**src/rtl/proc_pkg.sv**
```systemverilog
// Shared types and constants for the multicycle sequencer and its benches.
package proc_pkg;

    // Sequencer states; IDLE/HALT are the only states with no active stage.
    typedef enum logic [2:0] {
        S_IDLE,
        S_IF,
        S_ID,
        S_EX,
        S_MEM,
        S_WB,
        S_HALT
    } seq_state_t;

    // Bit positions of each stage in the one-hot stage vector.
    localparam int STG_IF  = 0;
    localparam int STG_ID  = 1;
    localparam int STG_EX  = 2;
    localparam int STG_MEM = 3;
    localparam int STG_WB  = 4;

    // Fetch address that ends execution.
    localparam logic [31:0] HALT_PC_DEFAULT = 32'h8008_8008;

endpackage

```
**src/rtl/multicycle_seq_if.sv**
```systemverilog
// Handshake/status bundle between the core side and the sequencer.
interface multicycle_seq_if #(
    parameter int CNT_W = 32
);
    logic             pc_rst;
    logic             jbr_taken;
    logic [31:0]      next_pc;
    logic             mem_access;
    logic             imem_ready;
    logic             dmem_ready;
    logic             stall;
    logic [4:0]       stage;
    logic             imem_req;
    logic             dmem_req;
    logic             halted;
    logic [CNT_W-1:0] retired_cnt;
    logic [CNT_W-1:0] cycle_cnt;

    // Core side: supplies status, consumes sequencing controls.
    modport master (
        output pc_rst, jbr_taken, next_pc, mem_access, imem_ready, dmem_ready,
        input  stall, stage, imem_req, dmem_req, halted, retired_cnt, cycle_cnt
    );

    // Sequencer side.
    modport slave (
        input  pc_rst, jbr_taken, next_pc, mem_access, imem_ready, dmem_ready,
        output stall, stage, imem_req, dmem_req, halted, retired_cnt, cycle_cnt
    );
endinterface

```
**src/rtl/multicycle_seq_perf_counter.sv**
```systemverilog
// Wrapping performance counter with enable and synchronous clear.
module perf_counter #(
    parameter int CNT_W = 32
) (
    input  logic             clk,
    input  logic             rst,
    input  logic             clr,
    input  logic             en,
    output logic [CNT_W-1:0] cnt
);

    // Clear has priority over counting; wraps modulo 2^CNT_W.
    always_ff @(posedge clk or negedge rst) begin
        if (!rst) begin
            cnt <= '0;
        end else if (clr) begin
            cnt <= '0;
        end else if (en) begin
            cnt <= cnt + CNT_W'(1);
        end
    end

endmodule

```
**src/rtl/multicycle_seq.sv**
```systemverilog
// Multicycle sequencer: steps each instruction through IF/ID/EX/MEM/WB and
// lets the PC advance only in the WB (commit) cycle.
module multicycle_seq
    import proc_pkg::*;
#(
    parameter logic [31:0] HALT_PC = HALT_PC_DEFAULT,
    parameter int          CNT_W   = 32
) (
    input  logic           clk,
    input  logic           rst,
    multicycle_seq_if.slave bus
);

    seq_state_t       state_q;
    seq_state_t       state_d;
    logic             active;
    logic             commit;
    logic [CNT_W-1:0] ret_cnt;
    logic [CNT_W-1:0] cyc_cnt;

    // State register; async reset drops straight to IDLE so stall rises at once.
    always_ff @(posedge clk or negedge rst) begin
        if (!rst) begin
            state_q <= S_IDLE;
        end else begin
            state_q <= state_d;
        end
    end

    // Next-state logic; pc_rst overrides every other transition.
    always_comb begin
        state_d = state_q;
        if (bus.pc_rst) begin
            state_d = S_IDLE;
        end else begin
            unique case (state_q)
                S_IDLE: state_d = S_IF;
                S_IF:   if (bus.imem_ready) state_d = S_ID;
                S_ID:   state_d = S_EX;
                S_EX:   state_d = bus.jbr_taken ? S_WB : S_MEM;
                S_MEM:  if (!bus.mem_access || bus.dmem_ready) state_d = S_WB;
                S_WB:   state_d = (bus.next_pc == HALT_PC) ? S_HALT : S_IF;
                S_HALT: state_d = S_HALT;
                default: state_d = S_IDLE;
            endcase
        end
    end

    // Outputs decoded from the registered state (dmem_req also gated by mem_access).
    always_comb begin
        bus.stage    = '0;
        bus.imem_req = 1'b0;
        bus.dmem_req = 1'b0;
        bus.halted   = 1'b0;
        commit       = 1'b0;
        active       = 1'b1;
        unique case (state_q)
            S_IF: begin
                bus.stage[STG_IF] = 1'b1;
                bus.imem_req      = 1'b1;
            end
            S_ID:  bus.stage[STG_ID] = 1'b1;
            S_EX:  bus.stage[STG_EX] = 1'b1;
            S_MEM: begin
                bus.stage[STG_MEM] = 1'b1;
                bus.dmem_req       = bus.mem_access;
            end
            S_WB: begin
                bus.stage[STG_WB] = 1'b1;
                commit            = 1'b1;
            end
            S_HALT: begin
                bus.halted = 1'b1;
                active     = 1'b0;
            end
            default: active = 1'b0;
        endcase
        bus.stall = ~commit;
    end

    perf_counter #(.CNT_W(CNT_W)) u_retired (
        .clk (clk),
        .rst (rst),
        .clr (bus.pc_rst),
        .en  (commit),
        .cnt (ret_cnt)
    );

    perf_counter #(.CNT_W(CNT_W)) u_cycles (
        .clk (clk),
        .rst (rst),
        .clr (bus.pc_rst),
        .en  (active),
        .cnt (cyc_cnt)
    );

    assign bus.retired_cnt = ret_cnt;
    assign bus.cycle_cnt   = cyc_cnt;

endmodule

```
**src/flat_wrapper.sv**
```systemverilog
// flat-port wrapper written by rule: the top's interface ports become plain ports
module multicycle_seq_flat import proc_pkg::*;
#(
    parameter logic [31:0] HALT_PC = HALT_PC_DEFAULT,
    parameter int          CNT_W   = 32
)
  (clk, rst, bus_pc_rst, bus_jbr_taken, bus_next_pc, bus_mem_access, bus_imem_ready, bus_dmem_ready, bus_stall, bus_stage, bus_imem_req, bus_dmem_req, bus_halted, bus_retired_cnt, bus_cycle_cnt);
  multicycle_seq_if #(.CNT_W(CNT_W)) bus_i ();
  input  logic clk;
  input  logic rst;
  input wire logic [$bits(bus_i.pc_rst)-1:0] bus_pc_rst;
  input wire logic [$bits(bus_i.jbr_taken)-1:0] bus_jbr_taken;
  input wire logic [$bits(bus_i.next_pc)-1:0] bus_next_pc;
  input wire logic [$bits(bus_i.mem_access)-1:0] bus_mem_access;
  input wire logic [$bits(bus_i.imem_ready)-1:0] bus_imem_ready;
  input wire logic [$bits(bus_i.dmem_ready)-1:0] bus_dmem_ready;
  output wire logic [$bits(bus_i.stall)-1:0] bus_stall;
  output wire logic [$bits(bus_i.stage)-1:0] bus_stage;
  output wire logic [$bits(bus_i.imem_req)-1:0] bus_imem_req;
  output wire logic [$bits(bus_i.dmem_req)-1:0] bus_dmem_req;
  output wire logic [$bits(bus_i.halted)-1:0] bus_halted;
  output wire logic [$bits(bus_i.retired_cnt)-1:0] bus_retired_cnt;
  output wire logic [$bits(bus_i.cycle_cnt)-1:0] bus_cycle_cnt;
  assign bus_i.pc_rst = bus_pc_rst;
  assign bus_i.jbr_taken = bus_jbr_taken;
  assign bus_i.next_pc = bus_next_pc;
  assign bus_i.mem_access = bus_mem_access;
  assign bus_i.imem_ready = bus_imem_ready;
  assign bus_i.dmem_ready = bus_dmem_ready;
  assign bus_stall = bus_i.stall;
  assign bus_stage = bus_i.stage;
  assign bus_imem_req = bus_i.imem_req;
  assign bus_dmem_req = bus_i.dmem_req;
  assign bus_halted = bus_i.halted;
  assign bus_retired_cnt = bus_i.retired_cnt;
  assign bus_cycle_cnt = bus_i.cycle_cnt;
  multicycle_seq #(.HALT_PC(HALT_PC), .CNT_W(CNT_W)) u_core (.clk(clk), .rst(rst), .bus(bus_i));
endmodule
```
**config.mk**
```make
export PLATFORM = sky130hd
export DESIGN_NAME = multicycle_seq_flat
export DESIGN_NICKNAME = d
export VERILOG_FILES = /design/src/rtl/proc_pkg.sv /design/src/rtl/multicycle_seq_if.sv /design/src/rtl/multicycle_seq_perf_counter.sv /design/src/rtl/multicycle_seq.sv /design/src/flat_wrapper.sv
export SDC_FILE = /design/constraint.sdc
export NUM_CORES = 1
export LEC_CHECK = 0
export BUFFER_PORTS_ARGS = -buffer_cell sky130_fd_sc_hd__clkbuf_2
export CAP_MARGIN = 20
export CELL_PAD_IN_SITES_DETAIL_PLACEMENT = 1
export CELL_PAD_IN_SITES_GLOBAL_PLACEMENT = 2
export CORE_AREA = 2 2 109 111
export CTS_BUF_LIST = sky130_fd_sc_hd__clkbuf_8
export DETAILED_ROUTE_END_ITERATION = 16
export DIE_AREA = 0 0 111 113
export HOLD_SLACK_MARGIN = 0.15
export PLACE_DENSITY = 0.92
export SLEW_MARGIN = 5
export SYNTH_ARGS = -nofsm -noshare
export SYNTH_HDL_FRONTEND = slang
export SYNTH_HIERARCHICAL = 1
export SYNTH_SLANG_ARGS = --single-unit
```
**constraint.sdc**
```tcl
create_clock -name clk -period 6.6 [get_ports clk]
set_clock_uncertainty 0.05 [all_clocks]
set_input_delay 0.66 -clock clk [delete_from_list [all_inputs] [get_ports clk]]
set_output_delay 0.66 -clock clk [all_outputs]
set_load 0.005 [all_outputs]
```
# After elaboration in Yosys (flattened, before gate mapping)
# Cells that the tools add are included.
# totals
ff_bits	67
latchBits	0
mem_bits_rw	0
rom_bits	0
out_inout_bits	73
wordCells	40
memories	0
# classes
addsub	2
n_mul	0
div_mod_pow	0
magnitude_cmp	0
n_eq_ne	9
shifts	0
muxes	18
bitwise	1
n_reduce_logical	7
# op_table
op	n
2-to-1 mux 32 bit	4
adder 32 x 1 -> 32 bit, second input constant	2
equality test 32 bit, second input constant	1
one-hot mux 3 bit (7 select lines)	1
2-to-1 mux 3 bit	4
equality test 3 bit, second input constant	3
2-to-1 mux 1 bit	9
equality test 3 x 2 -> 1 bit, second input constant	2
OR reduction 5 bit	1
nonzero test 2 bit	2
equality test 3 x 1 -> 1 bit, second input constant	1
zero test 3 bit	1
inequality test 3 x 2 -> 1 bit, second input constant	1
inequality test 3 bit, second input constant	1
AND reduction 2 bit	1
zero test 1 bit	1
logical OR 1 bit	1
NOT 1 bit	1

# Logic depth before layout (Yosys ltp)
# Gate-level depths: netlist (run 1).
# logic_depth
depth_word	5
depth_mapped	12

# Cells and area by module
# Netlist (run 1), hierarchy kept.
# modules_own_cells
module	instances	cells_per_inst	area_each_um2
perf_counter	2	176	1680.4
multicycle_seq	1	50	429.2

# Worst setup path before layout (run 1)
# OpenSTA, ideal clock, no wires.
# synth_path
path_kind	register to register
start	register u_core.state_q[1]
end	register u_core.u_retired.cnt[27]
arrival_ns	2.218
required_ns	6.472
slack_ns	4.254
stages_incl_launch_ff	11
path_buffers	3
synth_period_minus_slack_ns	2.346
path_cell_list	dfrtp_1 buf_6 nor2_1 nand2_1 inv_1 buf_4 o2111ai_4 or3_1 clkbuf_2 or4_1 a21oi_1
# synth_via
elab_chain_len	3
# synth_lines
item	line_no	text
from (decl)	multicycle_seq.sv:14	seq_state_t state_q;
from (signal assigned)	multicycle_seq.sv:26	state_q <= state_d;
equality test 3 bit	multicycle_seq.sv:57	unique case (state_q)
2-to-1 mux 1 bit	multicycle_seq.sv:57	
net u_core.commit	multicycle_seq.sv:17	logic commit;
nonzero test 2 bit (no source line)	-	
to (signal assigned)	multicycle_seq_perf_counter.sv:19	cnt <= cnt + CNT_W'(1);
to (decl)	multicycle_seq_perf_counter.sv:9	output logic [CNT_W-1:0] cnt
# The timed path passes the listed nets, and every way through them passes these cells.
# A chain may end at the register's enable or synchronous reset.

# Worst setup path in the final report (run 1)
# layout_path
start	input port bus_pc_rst
end	register u_core.u_cycles.cnt[29]
# layout_via
elab_chain_len	1
word_cells_on_any_way	2
classes_between	mux (1); reduce/logical (1)
# layout_lines
item	line_no	text
from (decl)	flat_wrapper.sv:11	input wire logic [$bits(bus_i.pc_rst)-1:0] bus_pc_rst;
2-to-1 mux 32 bit or nonzero test 2 bit (tied branches)	-	
to (signal assigned)	multicycle_seq_perf_counter.sv:19	
to (decl)	multicycle_seq_perf_counter.sv:9	
# Several ways; a longest one is shown, not always the timed one.

==> results of run 1 <==
-- placed cells by master, fill, tap and decap left out, types with 9 or more instances in the layout --
cell type    n
nor4_1      10
nand2_1     28
xnor2_1     14
nand4_1     12
or3_1       18
nand3_1     12
clkbuf_2   110
clkbuf_8     9
xor2_1       9
a21oi_1     41
inv_1       15
or4_1       26
o31ai_1     24
nor2_1      29
dfrtp_1     67
o21ai_0     17
-- per-stage QoR --
step | cell area [µm²] | total power (µW) | std cells | hold WS, ps | util (%)
5_1_grt | 4590 | 1000 | 645 | 516 | 40.8
2_1_floorplan | 3790 | 556 | 402 | 314 | -
3_3_place_gp | 4380 | 585 | 629 | 501 | 38.8
4_1_cts | 4590 | 969 | 645 | 478 | 40.8
6_report | 4590 | 953 | 645 | 457 | 40.8
3_5_place_dp | 4380 | 590 | 629 | 512 | 38.8
-- metal layers --
layer | part of all wire (%) | up-vias | global-route usage (%)
met2 | 50 | 89 | 28.6
met4 | 2.2 | 0 | 7.42
met5 | 0 | - | 0
met1 | 44 | 1788 | 19.9
met3 | 4.3 | 17 | 2.95
li1 | - | 1686 | -
-- worst max-delay path: stages --
cell and delay (ps):
clkbuf_2 570, buf_4 530, o2111ai_4 250, or3_1 650, or4_1 600, a21oi_1 150
-- registers in the layout, summed over array words and instances (netlist names) --
signal and count:
u_core/u_cycles/cnt 32, u_core/u_retired/cnt 32, u_core/state_q 3
-- Yosys cell counts, types with 3 or more instances --
master | count | area share [%]
or3_1 | 18 | 3.0
a21oi_1 | 41 | 5.4
or4_1 | 26 | 5.2
clkbuf_1 | 12 | 1.2
dfrtp_1 | 67 | 44
o211ai_1 | 3 | 0.59
nor4b_2 | 3 | 1.2
nor2_1 | 29 | 2.9
xnor2_1 | 14 | 3.2
nand4_1 | 12 | 2.0
o21ai_0 | 17 | 2.2
nor4_1 | 10 | 1.7
xor2_1 | 9 | 2.1
nand3_1 | 12 | 1.6
buf_6 | 3 | 0.89
nand3b_1 | 3 | 0.59
and4_1 | 8 | 1.8
inv_1 | 15 | 1.5
nor3_1 | 7 | 0.92
nand2_1 | 28 | 2.8
buf_4 | 6 | 1.2
o31ai_1 | 24 | 4.8
buf_2 | 4 | 0.53
-- final timing paths --
kind | from | to | slack, ps | depth (start not counted)
hold / removal | rst | u_core/u_cycles/cnt[6] | 460 | 2
setup / recovery | bus_pc_rst | u_core/u_cycles/cnt[29] | 3390 | 6
setup reg to reg | u_core/state_q[1] | u_core/u_cycles/cnt[29] | 3610 | 6
max in group asynchronous | rst | u_core/u_retired/cnt[18] | 5510 | 2
hold reg to reg | u_core/u_cycles/cnt[31] | u_core/u_cycles/cnt[31] | 530 | 2
min in group clk | u_core/u_cycles/cnt[31] | u_core/u_cycles/cnt[31] | 530 | 2
-- power groups by stage --
stage                     Sequential (µW)  Combinational (µW)  Clock, µW
final                                 452                 127        374
after global routing                  456                 143        404
after CTS                             453                 130        387
after detailed placement              461                 129          0
after global placement                459                 126          0
after floorplan                       443                 113          0
-- cell families (layout without fill, tap and decap cells) --
kind of cell             count (synthesis)  after routing  share of synthesized area, %
AO/OA/AOI/OAI                           94             94                          16.1
XOR/XNOR                                23             23                          5.32
adder cells (fa/ha/maj)                  2              2                         0.660
buffers and inverters                   44            144                          5.74
flip-flops                              67             67                          44.2
multiplexers                             2              2                         0.528
AND/OR/NAND/NOR                        170            170                          27.4
-- area by class of cell --
cell class                 instances  area (µm²)  share of cell area, %
tap                              143         179                   3.89
inverter                          15        56.3                   1.23
clock inverter                     7        92.6                   2.02
clock buffer                       9         124                   2.70
sequential                        67        1680                   36.5
timing repair buffer             113         571                   12.4
multi-input combinational        291        1900                   41.3
==> results.md, run 1 <==
* Status: finished, final reports clean
* Logic gate share of total power at 13.3%
* Post-Route Setup TNS at 0 ps
* CP startpoint kind: input port
* Slew HR at between 40 and 50%
* DR vias/cell at roughly 5.6
* Setup bufs post-CTS at 0
* Filler cell count at between 1000 and 1500
* Syn-to-layout area delta at 21.2%
* Clock-pin slew of the registers on the worst-case setup and hold paths at around 80 ps
* Gpl congestion at ~0.78
* Clk sinks at 67
* Cell internal pwr at 691 µW
* CP required at 6830 ps
* Library cells used by synthesis at between 40 and 50
* Sequential area share after synthesis at between 40% and 50%
* Final hold vios at 0
* Largest net degree at the start of global routing at between 60 and 70
* GRT Total Usage at roughly 16%
* WL per Instance at 15.9 µm
* TritonCTS clock tree: done
* Synth Register Bits at 67
* CTS Root Cell: clkbuf_8
* Final Setup Violations at 0
* DR vias at ~3600
* Cell row count at 39
* Primary FF master, synth: dfrtp_1
* P_leak at 0.00194 µW
* First-pass GRT wire length at between 15000 and 20000 µm
* Clk_lat worst skew at ~350 ps
* IR drop worst, VDD at approximately 100 µV
* Syn_nets at between 400 and 500
* Post-synth EDFFs at 0
* Detailed Route Iter0 Violations at between 80 and 90
* I/O pin count at between 100 and 150
* Switching power at roughly 260 µW
* Max-cap violation count at 0
* Setup crit end kind: flop
* IO Port Bufs at about 110
* Die Y at roughly 110 µm
* Chip width at 111 µm
* Clock tree buffer depth at 2
* Antenna-violating nets left at 0
* RSZ-0062 raised after global routing: no
* DP HPWL at 7350 µm
* Seq pwr share at between 40 and 50%
* Cts repair resizes at 0
* Slew @ Worst Pin at 836 ps
* Pwr/cell area at roughly 210 nW/µm²
* Syn avg cell area at 9.43 µm²
* Slew Viols, Final at 0
* Yosys warnings at 6
* Crit Path Class: in -> reg
* Die ar. at 12500 µm²
* H-tree depth at 3
* DRC at 0
* CP Data Arrival Time at roughly 3400 ps
* Final WS setup at ~3400 ps
* Final nets at between 500 and 600
* Post-synthesis cell count at roughly 400
* Final period util at between 40% and 50%
* Initial core utilization at 33.6%
* Ys async rst share at 100%
* Clk pwr share at roughly two fifths
* Post-Route WL at 10200 µm
* Switching part of the total at a little over a quarter
* DRT Pass-1 Iters at 4
* Type of the most critical hold path: in -> async
* Fin crit period at about 3200 ps
* Num CTS Buffers at 9
* Initial antenna violation count at 0
* Number of buffers inserted by hold repair at cts at 0
* CP max FO at between 40 and 50
* Layout cell share with drive strength beyond 1 at between 20 and 30%
* Grt ovf at 0
* Vias in the first global route at approximately 3600
* Core outline area at approximately 11000 µm²
* Pre-CTS WS at between 3000 and 4000 ps
* Synthesized area at roughly 3800 µm²
* Max Clock Freq at slightly above 300 MHz
* Antenna fix cells at 0
No activity file was read; power rests on OpenSTA's default activity.
==> inputs of run 2 (changes only) <==
--- a/config.mk
+++ b/config.mk
@@ -5,16 +5,17 @@
 export SDC_FILE = /design/constraint.sdc
 export NUM_CORES = 1
 export LEC_CHECK = 0
+export ABC_AREA = 1
 export BUFFER_PORTS_ARGS = -buffer_cell sky130_fd_sc_hd__clkbuf_2
 export CAP_MARGIN = 20
 export CELL_PAD_IN_SITES_DETAIL_PLACEMENT = 1
 export CELL_PAD_IN_SITES_GLOBAL_PLACEMENT = 2
-export CORE_AREA = 2 2 109 111
+export CORE_AREA = 2 2 132 134
 export CTS_BUF_LIST = sky130_fd_sc_hd__clkbuf_8
 export DETAILED_ROUTE_END_ITERATION = 16
-export DIE_AREA = 0 0 111 113
+export DIE_AREA = 0 0 134 136
 export HOLD_SLACK_MARGIN = 0.15
-export PLACE_DENSITY = 0.92
+export PLACE_DENSITY = 0.82
 export SLEW_MARGIN = 5
 export SYNTH_ARGS = -nofsm -noshare
 export SYNTH_HDL_FRONTEND = slang
==> constraint.sdc (replaced) <==
create_clock -name clk -period 2.7 [get_ports clk]
set_clock_uncertainty 0.05 [all_clocks]
set_input_delay 0.27 -clock clk [delete_from_list [all_inputs] [get_ports clk]]
set_output_delay 0.27 -clock clk [all_outputs]
set_load 0.005 [all_outputs]
==> run 2 against run 1 <==
  * Clock power is 120% higher
  * Die area is 45% higher
  * Via count is 22% higher
  * Core utilization is 9.4 points lower
  * Synthesized area is 13% higher
  * Non-clock buffer count is 3 higher
  * Global-route usage is 0.41 points lower
  * Sequential power is 140% higher
  * Count of clock-buffer cells in the layout is 1 higher
==> results.md, run 2 <==
* Initial antenna violation count at 0
* Cell with the most instances after synthesis: nand2_1
* Layout cell share with drive strength beyond 1 at around 23%
* Post-Route WL at 13600 µm
* Finished Layout Cells at between 900 and 1000
* Detailed Route Iter0 Violations at around 150
* Top flop regs: u_core/u_cycles/cnt: 32 flops, u_core/u_retired/cnt: 32 flops, u_core/state_q: 3 flops
* Max Clock Freq at about 550 MHz
* Min-Delay Path Depth at 2
* Num CTS Buffers at 9
* Grt ovf at 0
* Reg2Reg Setup Slack at 900 ps
* Synthesized area at between 4000 and 5000 µm²
* Multi-input logic area at roughly 2200 µm²
* Die ar. at roughly 18000 µm²
* Fin crit period at about 1800 ps
* Synth cell count leaders: 174 x nand2_1, 138 x nor2_1, 83 x inv_1
* Antenna-violating nets left at 0
* Final Setup Violations at 0
* Critical path, cell by cell: nand2_2, nor2_4, nor2_4, nor2_4, nand2_2, nor2_1, nand3_1, nand2_1, nor2_1
* Setup bufs post-CTS at 0
* P_leak at 0.00261 µW
* Min-delay src: bus_pc_rst
* GRT Total Usage at between 10% and 20%
* Area share of the largest cell type after synthesis at between 30% and 40%
* Number of buffers inserted by hold repair at cts at 2
* Syn-to-layout area delta at 23.9%
* Clock-pin slew of the registers on the worst-case setup and hold paths at around 70 ps
* Critical Path Most Common Cell: nor2_4
* I/O pin count at between 100 and 150
* R2R Path Start: u_core/state_q[0]
* RSZ-0062 raised after global routing: no
* Library cells used by synthesis at 27
* Core outline area at 16900 µm²
* IO Port Bufs at roughly 110
* Ys async rst share at 100%
* Final period util at about two thirds
* Synth area leader: dfrtp_1
* Antenna fix cells at 0
* Clk_lat worst skew at ~360 ps
* CP max-delay cell: dfrtp_1
* IR drop worst, VDD at a little over 200 µV
* Most frequent cells in the layout: 174 x nand2_1, 138 x nor2_1, 110 x clkbuf_2
* Clock tree buffer depth at 2
* Final hold vios at 0
* DR vias at 4360
* Sequential area share after synthesis at roughly 40%
* DRT Pass-1 Iters at 4
* DR vias/cell at around 4.4
* Setup crit end kind: flop
* FF-to-FF End: u_core/u_retired/cnt[26]
* DRC at 0
* Post-synthesis cell count at between 600 and 700
* Slew HR at 60.5%
* Most common cell after layout, fill and taps aside: nand2_1
* Post-synth EDFFs at 0
* Power, Total at roughly 2300 µW
* Pwr/cell area at between 400 and 500 nW/µm²
* WL per Instance at roughly 14 µm
* Syn avg cell area at between 6 and 7 µm²
* Cell row count at 48
* Vias in the first global route at between 4000 and 5000
* Status: finished, final reports clean
* Initial core utilization at 25.3%
* Slew @ Worst Pin at ~590 ps
* CP required at around 2900 ps
* Cts repair resizes at 0
* Primary FF master, synth: dfrtp_1
* Type of the most critical hold path: in -> reg
* Filler cell count at ~2200
* H-tree depth at 3
* CTS Root Cell: clkbuf_8
* Synth Register Bits at 67
* CP Data Arrival Time at 2010 ps
* Syn_nets at a little under 700
* Post-Route Setup TNS at 0 ps
* Worst path max stage delay at approximately 480 ps
* Slew Viols, Final at 0
* Top post-synthesis cells by area: dfrtp_1 39%, nand2_1 15%, nor2_1 12%, inv_1 7.3%, nand3_1 4.8%
* Hold EP: u_core/u_cycles/cnt[0]
* CP startpoint kind: flop
* Largest net degree at the start of global routing at between 40 and 50
* Clk sinks at 67
* R2R cell count at 9
* First-pass GRT wire length at 22900 µm
* Placed cells at roughly 970
* Gpl congestion at approximately 0.8
* Reg area at 1680 µm²
* TritonCTS clock tree: done
* Die Y at about 140 µm
* Crit Path Class: reg -> reg
* CP max FO at 7
* Yosys warnings at 6
* DP HPWL at 10700 µm
* Final nets at about 800
* Chip width at about 130 µm
* Max-cap violation count at 0
run 2: cell types whose count changed after synthesis, sizes merged, moves of 18 or more:
cell / before / now
nand2: 29 / 190
nor2: 29 / 161
inv: 15 / 90
nand3: 12 / 43
or4: 26 / 0
o31ai: 24 / 0
or3: 18 / 0
run 2: routing by layer:
metal	track usage, %	part of all wire [%]
met5	0	0
met4	3.90	1.0
met3	3.47	3.1
met2	29.7	51
met1	18.7	44
run 2: logic make-up after synthesis:
logic type | count (synthesis) | share of synthesized area, %
adders and majority gates | 2 | 0.586
and+or+nand+nor | 406 | 42.3
AOI/OAI and AO/OA | 65 | 8.04
xor gates and xnor gates | 2 | 0.411
DFF | 67 | 39.3
buffers and inverters | 100 | 9.38
run 2: through the flow:
stage	instance area, µm²	setup slack [ps]	util (%)	hold WS [ps]
6_report	5290	896	31.3	211
5_1_grt	5290	698	31.3	217
4_1_cts	5290	863	31.3	193
3_5_place_dp	5080	887	30.1	256
3_3_place_gp	5080	952	30.1	249
2_1_floorplan	4270	1160	-	-75.6
run 2: cell type report:
type / instances / share of cell area [%]
multi-input cells: 475 / 41.4
flip-flops and latches: 67 / 31.7
well taps: 225 / 5.33
inverters: 92 / 6.53
repair buffers: 116 / 11.6
clock buffers: 10 / 2.60
clock inverters: 4 / 0.829
run 2: power by group:
| group | switching [µW] | internal (µW) | leakage, µW | total [µW] |
|---|---|---|---|---|
| clock | 402 | 435 | 0.0000992 | 837 |
| combinational | 252 | 150 | 0.00157 | 402 |
| sequential | 45.9 | 1030 | 0.000933 | 1080 |
| total | 700 | 1620 | 0.00261 | 2320 |
run 2: worst max-delay path, delay by kind of cell (launching register included):
family / cells / cell delay, ps
and+or+nand+nor: 9 / 1160
DFF: 1 / 480
run 2: worst max path at each step:
stage / start / end / slack (ps) / cells past startpoint
after floorplan: u_core/state_q[1] / u_core/u_cycles/cnt[26] / 1160 / 10
after global routing: u_core/state_q[2] / u_core/u_cycles/cnt[13] / 700 / 11
after detailed placement: u_core/state_q[1] / u_core/u_retired/cnt[26] / 890 / 10
after global placement: u_core/state_q[1] / u_core/u_retired/cnt[26] / 950 / 10
after CTS: u_core/state_q[1] / u_core/u_retired/cnt[26] / 860 / 10
final: u_core/state_q[0] / u_core/u_retired/cnt[26] / 900 / 9
==> inputs of run 3 (changes only) <==
==> constraint.sdc (replaced) <==
create_clock -name clk -period 1.62 [get_ports clk]
set_clock_uncertainty 0.05 [all_clocks]
set_input_delay 0.162 -clock clk [delete_from_list [all_inputs] [get_ports clk]]
set_output_delay 0.162 -clock clk [all_outputs]
set_load 0.005 [all_outputs]
==> run 3 against run 2 <==
  * Global-route usage up 0.25 points
  * Sequential share of layout area shrank 3.2 points
  * Largest power group unchanged
  * Setup slack got worse by 880 ps
  * Critical endpoint is now u_core/u_cycles/cnt[30]
==> results.md, run 3 (synthesized netlist as in run 2, its figures left out) <==
* Slew @ Worst Pin at between 300 and 400 ps
* Setup crit end kind: flop
* Top flop regs: u_core/u_cycles/cnt: 32 flops, u_core/u_retired/cnt: 32 flops, u_core/state_q: 3 flops
* Max Clock Freq at ~620 MHz
* Clock tree buffer depth at 2
* Placement Cell Area at roughly 5300 µm²
* Most common cell after layout, fill and taps aside: nand2_1
* CP max-delay cell: dfrtp_1
* Worst path max stage delay at ~400 ps
* Clk_lat worst skew at between 300 and 400 ps
* Pwr/cell area at ~710 nW/µm²
* Core outline area at ~17000 µm²
* R2R cell count at 12
* Detailed Route Iter0 Violations at 93
* Status: finished, final reports clean
* TritonCTS clock tree: done
* Final period util at 99.3%
* Initial core utilization at between 20 and 30%
* Num CTS Buffers at 9
* Layout cell share with drive strength beyond 1 at 32.6%
* Clock-pin slew of the registers on the worst-case setup and hold paths at about 70 ps
* RSZ-0062 raised after global routing: yes
* Final hold vios at 0
* Cell row count at 48
* Max-cap violation count at 0
* Crit Path Class: reg -> reg
* DP HPWL at 10800 µm
* Antenna-violating nets left at 0
* Final Setup Violations at 0
* Vias in the first global route at 4732
* Worst Setup EP: u_core/u_cycles/cnt[30]
* Reg2Reg Setup Slack at about 12 ps
* WL per Instance at 13.9 µm
* Final nets at approximately 850
* DR vias/cell at between 4 and 5
* Antenna fix cells at 0
* H-tree depth at 3
* Die Y at between 100 and 150 µm
* R2R Path Start: u_core/state_q[1]
* Gpl congestion at 0.756
* P_leak at approximately 0.003 µW
* Post-Route Setup TNS at 0 ps
* Syn-to-layout area delta at 38.0%
* CP Data Arrival Time at 1810 ps
* CTS Root Cell: clkbuf_8
* Most frequent cells in the layout: 163 x nand2_1, 129 x nor2_1, 108 x clkbuf_2
* Filler cell count at 2216
* FF-to-FF End: u_core/u_cycles/cnt[30]
* I/O pin count at 112
* Chip width at between 100 and 150 µm
* IO Port Bufs at 111
* Power, Total at 4160 µW
* Fin crit period at 1610 ps
* Initial antenna violation count at 0
* Worst Setup SP: u_core/state_q[1]
* Largest net degree at the start of global routing at roughly 70
* Slew HR at 73.4%
* Grt ovf at 0
* IR drop worst, VDD at 333 µV
* Critical path, cell by cell: buf_4, nand2_4, nand3_4, nor2_4, buf_6, nor2_1, nand2_1, inv_2, nand3_1, nand2_1, inv_1, nor2_1
* GRT Total Usage at between 15 and 20%
* DRT Pass-1 Iters at 4
* DR vias at approximately 4600
* Final Cell Area at 5890 µm²
* DRC at 0
* CP delay by family, top: simple AND/OR/NAND/NOR gates
* Post-Route WL at 14500 µm
* CP max FO at 5
* CP startpoint kind: flop
* Stages on worst setup path at 12
* CP required at around 1800 ps
* Clk sinks at 67
* Worst Path Buf+Inv at 4
* Type of the most critical hold path: in -> reg
* Slew Viols, Final at 0
* Die ar. at approximately 18000 µm²
* First-pass GRT wire length at approximately 24000 µm
run 3: worst register-to-register path: cells and delay by family, from the launching register on:
kind          cells  cell delay, ps
flops             1             400
simple gates      8             660
buf+inv           4             400
run 3: worst min-delay path by stage:
stage,startpoint,endpoint,cells after the start,slack (ps)
finish,bus_dmem_ready,u_core/state_q[1],5,210
global route,bus_dmem_ready,u_core/state_q[1],5,240
CTS,bus_dmem_ready,u_core/state_q[0],5,200
detailed placement,rst,u_core/u_cycles/cnt[12],2,180
global placement,rst,u_core/u_cycles/cnt[12],2,180
floorplan,rst,u_core/state_q[0],0,-180
run 3: where the power goes:
group / total (µW) / switching, µW / internal (µW)
clock: 1250 / 683 / 570
sequential: 1770 / 46.7 / 1720
combinational: 1140 / 600 / 542
total: 4160 / 1330 / 2830
run 3: layout make-up:
cell class                 count  area, µm²  share of cell area (%)
clock buffer                  10        138                    2.34
clock inverter                 5       22.5                   0.382
inverter                      92        348                    5.91
multi-input combinational    476       2390                    40.6
sequential                    67       1680                    28.5
tap                          225        282                    4.78
timing repair buffer         164       1030                    17.5
run 3: repair_timing:
item / 4_1_cts / 5_1_grt
buffers inserted: 2 / 14
endpoints found under the setup margin: 21 / 52
gates resized for setup: 5 / 64
hold buffers: 4 / 0
hold endpoints to repair: 70 / 0
pin swaps: 5 / 25
gates cloned: 0 / 2
run 3: per-layer routing:
metal / track usage [%] / up-vias / part of all wire (%)
li1: - / 2320 / -
met1: 18.7 / 2170 / 43
met2: 30.3 / 66 / 52
met3: 3.88 / 14 / 3.7
met4: 3.96 / 0 / 1.2
met5: 0 / - / 0
run 3: metrics by stage:
step	worst slack, ps	instances	hold WS (ps)	utilization (%)
floorplan	78.5	642	-184	-
global placement	21.2	1002	181	31.5
detailed placement	-51.2	1002	179	31.5
CTS	-0.804	1023	204	33.0
global route	-119	1039	239	34.9
finish	11.9	1039	210	34.9
